==> src/rtl/edc_pkg.sv <==
// Shared constants, FSM state type and the word-parallel CRC-16 step for the EDC CRC checker.
package edc_pkg;

   localparam logic [15:0] CRC16_POLY = 16'h1021;
   localparam logic [15:0] CRC16_INIT = 16'hFFFF;

   typedef enum logic [1:0] {
      IDLE,
      DATA,
      CHECK
   } state_e;

   // Folds one 16-bit word into the CRC: remainder of ((crc ^ word) * x^16) mod P,
   // i.e. 16 MSB-first serial shifts unrolled into a single combinational step.
   function automatic logic [15:0] crc16_step(input logic [15:0] crc,
                                              input logic [15:0] word,
                                              input logic [15:0] poly);
      logic [15:0] r;
      r = crc ^ word;
      for (int i = 0; i < 16; i++) begin
         r = r[15] ? ((r << 1) ^ poly) : (r << 1);
      end
      return r;
   endfunction

endpackage

==> src/rtl/edc_flag_delay.sv <==
// Fixed-depth register pipe with no enable; async active-low reset clears every stage.
module edc_flag_delay #(
   parameter int unsigned WIDTH = 18,
   parameter int unsigned DEPTH = 17
) (
   input  logic             clk,
   input  logic             rst_n,
   input  logic [WIDTH-1:0] din,
   output logic [WIDTH-1:0] dout
);

   logic [WIDTH-1:0] pipe [DEPTH];

   // Shift every clock so the pipe stays in lockstep with the data delay line.
   always_ff @(posedge clk or negedge rst_n) begin
      if (!rst_n) begin
         for (int i = 0; i < int'(DEPTH); i++) begin
            pipe[i] <= '0;
         end
      end else begin
         pipe[0] <= din;
         for (int i = 1; i < int'(DEPTH); i++) begin
            pipe[i] <= pipe[i-1];
         end
      end
   end

   assign dout = pipe[DEPTH-1];

endmodule

==> src/rtl/edc_crc_check.sv <==
// Per-frame CRC-16 checker whose verdict is delayed to line up with the CRC word leaving
// the EDC delay line. FSM, word counter and CRC register live here; the verdict delay is
// a separate register pipe.
module edc_crc_check
   import edc_pkg::*;
#(
   parameter int unsigned FRAME_WORDS = 8,
   parameter int unsigned ALIGN_LAT   = 17,
   parameter logic [15:0] CRC_POLY    = CRC16_POLY,
   parameter logic [15:0] CRC_INIT    = CRC16_INIT
) (
   input  logic        clk,
   input  logic        rst_n,
   input  logic [15:0] d_in,
   input  logic        d_valid,
   input  logic        sof,
   output logic        frame_done,
   output logic        crc_err,
   output logic [15:0] crc_calc,
   output logic        abort
);

   localparam int unsigned CNT_W    = $clog2(FRAME_WORDS + 1);
   localparam logic [CNT_W-1:0] LAST_CNT = CNT_W'(FRAME_WORDS);
   localparam int unsigned VERDICT_W = 18;

   state_e                 state_q, state_d;
   logic [CNT_W-1:0]       cnt_q, cnt_d;
   logic [15:0]            crc_q, crc_d;
   logic                   abort_q, abort_d;
   logic                   push;
   logic                   err;
   logic [15:0]            step_first;
   logic [15:0]            step_next;
   logic [VERDICT_W-1:0]   verdict_in;
   logic [VERDICT_W-1:0]   verdict_out;

   assign step_first = crc16_step(CRC_INIT, d_in, CRC_POLY);
   assign step_next  = crc16_step(crc_q, d_in, CRC_POLY);

   // State, counter, CRC accumulator and the undelayed abort pulse.
   always_ff @(posedge clk or negedge rst_n) begin
      if (!rst_n) begin
         state_q <= IDLE;
         cnt_q   <= '0;
         crc_q   <= CRC_INIT;
         abort_q <= 1'b0;
      end else begin
         state_q <= state_d;
         cnt_q   <= cnt_d;
         crc_q   <= crc_d;
         abort_q <= abort_d;
      end
   end

   // Next-state logic; a sof in DATA or CHECK restarts the frame on the same word.
   always_comb begin
      state_d = state_q;
      cnt_d   = cnt_q;
      crc_d   = crc_q;
      abort_d = 1'b0;
      push    = 1'b0;
      err     = 1'b0;
      if (d_valid) begin
         if (sof) begin
            abort_d = (state_q != IDLE);
            crc_d   = step_first;
            cnt_d   = CNT_W'(1);
            state_d = (FRAME_WORDS == 1) ? CHECK : DATA;
         end else begin
            unique case (state_q)
               IDLE: begin
                  // Words outside a frame are ignored.
               end
               DATA: begin
                  crc_d = step_next;
                  cnt_d = cnt_q + 1'b1;
                  if (cnt_d == LAST_CNT) begin
                     state_d = CHECK;
                  end
               end
               CHECK: begin
                  push    = 1'b1;
                  err     = (d_in != crc_q);
                  crc_d   = CRC_INIT;
                  cnt_d   = '0;
                  state_d = IDLE;
               end
               default: begin
                  state_d = IDLE;
                  cnt_d   = '0;
                  crc_d   = CRC_INIT;
               end
            endcase
         end
      end
   end

   // Non-verdict slots stay all-zero so no stale crc_calc/crc_err leaks out.
   assign verdict_in = push ? {1'b1, err, crc_q} : '0;

   edc_flag_delay #(
      .WIDTH (VERDICT_W),
      .DEPTH (ALIGN_LAT)
   ) u_flag_delay (
      .clk   (clk),
      .rst_n (rst_n),
      .din   (verdict_in),
      .dout  (verdict_out)
   );

   assign frame_done = verdict_out[17];
   assign crc_err    = verdict_out[16];
   assign crc_calc   = verdict_out[15:0];
   assign abort      = abort_q;

endmodule
==> config.mk <==
export PLATFORM = sky130hd
export DESIGN_NAME = edc_crc_check
export DESIGN_NICKNAME = d
export VERILOG_FILES = /design/src/rtl/edc_pkg.sv /design/src/rtl/edc_flag_delay.sv /design/src/rtl/edc_crc_check.sv
export SDC_FILE = /design/constraint.sdc
export NUM_CORES = 1
export LEC_CHECK = 0
export CORE_ASPECT_RATIO = 0.7
export CORE_MARGIN = 2
export CORE_UTILIZATION = 60
export DETAILED_ROUTE_END_ITERATION = 16
export PLACE_DENSITY = 0.81
export SYNTH_ARGS = -nofsm -noshare
export SYNTH_HDL_FRONTEND = slang
export SYNTH_HIERARCHICAL = 1
export SYNTH_SLANG_ARGS = --single-unit
==> constraint.sdc <==
create_clock -name clk -period 5.2 [get_ports clk]
set_input_delay 1.04 -clock clk [delete_from_list [all_inputs] [get_ports clk]]
set_output_delay 1.04 -clock clk [all_outputs]
set_load 0.03 [all_outputs]
==> impl_metrics.toml <==
[status]
status = "completed"

[clock_tree]
clock_path_buffers = 3
clock-sinks = 329
cts_buffers = 28
ctsRootBufferMaster = "clkbuf_16"
cts_tree = "built"
cts_max_level = 1
path_clk_slew_ps = 70
cts.repair.resized = 0
clk_latency_ps = 570
holdBufCountCts = 0
post_cts_buffers = 0

[pwr]
power.share.clock_pct = 32.6
max-vdd-ir-drop_mv = 0.354
power_frac_seq_pct = 41.8
p_int_uw = 4770
p_leak_uw = 0.00588
netSwitchingFraction_pct = 29.0
power.density_nw_per_um2 = 578
pwr-share-comb_pct = 25.6
p_sw_uw = 1940

[hold_path]
whs_path_depth = 0
hold_class = "reg2reg"

[cells_and_area]
multi_input_comb_area_um2 = 1660
fillCellCount = 910
syn_to_final_growth_pct = 14.4
ff_latch_area_um2 = 8250
diodes = 0
drive_gt1_share_pct = 13.7
finalNetCount = 620
fin_cells = 846

[timing]
worstMarginPinSlew_ps = 1080
fmax_mhz = 323
period_share_pct = 59.5
rsz0062_at_grt = "false"
relSlewSlack_pct = 27.3
maxSlewViolCount = 0
setup_viol = 0
fin_skew_ps = 26.1
hold_viol = 0
setup_tns_ps = 0
min_period_ps = 3090

[placement]
place.gp.congestion = 0.876
dp.cells = 794
port_buffers = 38
post-dp-hpwl_mm = 10.3

[detailed_routing]
dr.pass1.iters = 5
ant_nets = 0
route.detailed.drc = 0
vias = 4560
viasPerCell = 5.39
drtIter0Drc = 472
drt_wl_total_mm = 20.0
wl_per_cell_um = 23.6

[synthesis]
synth_top_area_share_pct = 77.2
synth.most_common_cell = "dfrtp_1"
synth-edff-count = 0
ys_ff_latch = 329
syn_area_um2 = 10100
synth-main-ff-cell = "dfrtp_1"
synthTopCellsByArea = "dfrtp_1, dfstp_2, xnor2_1, xnor3_1, buf_4"
synthCells = 558
synthTopCellsByCount = "dfrtp_1, xnor2_1, nand2_1"
yosys.area.top_type = "dfrtp_1"
async_reset_ff_share_pct = 100
synth_nets = 579
synth_cell_types = 45
syn_area_per_cell_um2 = 18.2
yosys_warnings = 6
ys_seq_area_share_pct = 81.3

[worst_setup_path]
crit_fanout = 5
cp.required_ps = 5630
cp.arrival_ps = 3520
cp-end-kind = "register"
critPathKind = "in2reg"
rr_worst_depth = 5
start_kind = "primary input"

[floorplan]
placementRows = 39
initial_core_util_pct = 61.7
io_pins = 39
die_area_um2 = 18000
dieHeight_um = 113
die_w_um = 159
core_um2 = 16400

[grt]
grt_max_degree = 127
grt_pass1_wl_mm = 31.8
track_usage_pct = 24.0
antenna_found_initial = 0
grt_pass1_vias = 5115
overflow = 0

[run]
cap_viol_max_count = 0
## kinds of logic after synthesis
logic type / count (synthesis) / synth area share [%]
and+or+nand+nor: 68 / 3.43
AOI/OAI and AO/OA: 44 / 2.70
buffers and inverters: 36 / 2.38
DFF: 329 / 81.3
adders and majority gates: 1 / 0.123
xor gates and xnor gates: 80 / 10.0
## state kept, by name, indices dropped and copies added (netlist names)
| register | count |
|---|---|
| crc_q | 16 |
| abort | 1 |
| state_q | 2 |
| u_flag_delay/dout | 18 |
| u_flag_delay/pipe | 288 |
| cnt_q | 4 |
## stage by stage
stage	utilization, %	instance area, um^2	setup slack, ps	total power (uW)	hold slack, ps
after CTS	70.6	11600	2160	6720	330
final	70.6	11600	2110	6710	337
after floorplan	-	10100	2540	4040	331
after detailed placement	64.6	10600	1740	4400	335
after global placement	64.6	10600	1810	4380	331
after global routing	70.6	11600	2020	6970	344
## final cells by class
type | instances | area share [%]
clock buffer | 43 | 7.30
clock inverter | 9 | 1.16
inverter | 4 | 0.129
multi-input combinational | 193 | 14.3
sequential | 329 | 71.1
tap | 225 | 2.42
timing repair buffer | 43 | 3.64
## layer usage
| metal | vias up | part of all wire (%) | GRT usage, % |
|---|---|---|---|
| li1 | 1860 | - | - |
| met1 | 2447 | 41 | 34.4 |
| met2 | 208 | 48 | 37.7 |
| met3 | 45 | 8.1 | 6.63 |
| met4 | 0 | 2.4 | 6.36 |
| met5 | - | 0 | 0 |
## critical path, stage by stage
cell             delay [ps]
clkdlybuf4s50_1         730
xnor3_1                 580
xnor2_1                 510
xnor2_1                 190
o21ai_0                 110
a211oi_1                360
## worst paths after layout
check / startpoint / end / slack (ps)
min reg2reg: u_flag_delay/pipe[181] / u_flag_delay/pipe[163] / 340
min in group asynchronous: rst_n / u_flag_delay/dout[16] / 540
min: u_flag_delay/pipe[181] / u_flag_delay/pipe[163] / 340
max: d_in[14] / crc_q[14] / 2110
max reg2reg: crc_q[14] / crc_q[2] / 2770
max in group asynchronous: rst_n / u_flag_delay/pipe[219] / 3360
## cells in the final DEF (no fill, tap or decap), types with 3 or more instances in the layout
| cell type | Yosys | final |
|---|---|---|
| dfrtp_1 | 313 | 313 |
| xnor2_1 | 45 | 45 |
| clkdlybuf4s50_1 | 0 | 37 |
| clkbuf_16 | 0 | 28 |
| nand2_1 | 24 | 24 |
| and2_1 | 17 | 17 |
| dfstp_2 | 16 | 16 |
| xor2_1 | 12 | 12 |
| xnor3_1 | 11 | 11 |
| o21ai_0 | 11 | 10 |
| nor2_1 | 9 | 9 |
| o22ai_1 | 9 | 9 |
| clkbuf_8 | 2 | 9 |
| a21oi_1 | 6 | 6 |
| clkbuf_1 | 5 | 6 |
| nand4_1 | 5 | 5 |
| o21ai_1 | 4 | 5 |
| buf_4 | 21 | 5 |
| inv_1 | 4 | 4 |
| nor3b_1 | 4 | 4 |
| clkinv_2 | 0 | 4 |
| xnor3_2 | 3 | 3 |
| a21o_1 | 3 | 3 |
## power groups by stage
stage	logic (uW)	registers, uW	clock network [uW]
2_1_floorplan	1230	2810	0
3_3_place_gp	1540	2840	0
3_5_place_dp	1550	2850	0
4_1_cts	1680	2800	2240
5_1_grt	1790	2810	2360
6_report	1720	2810	2190
(Power assumes the default switching activity.)
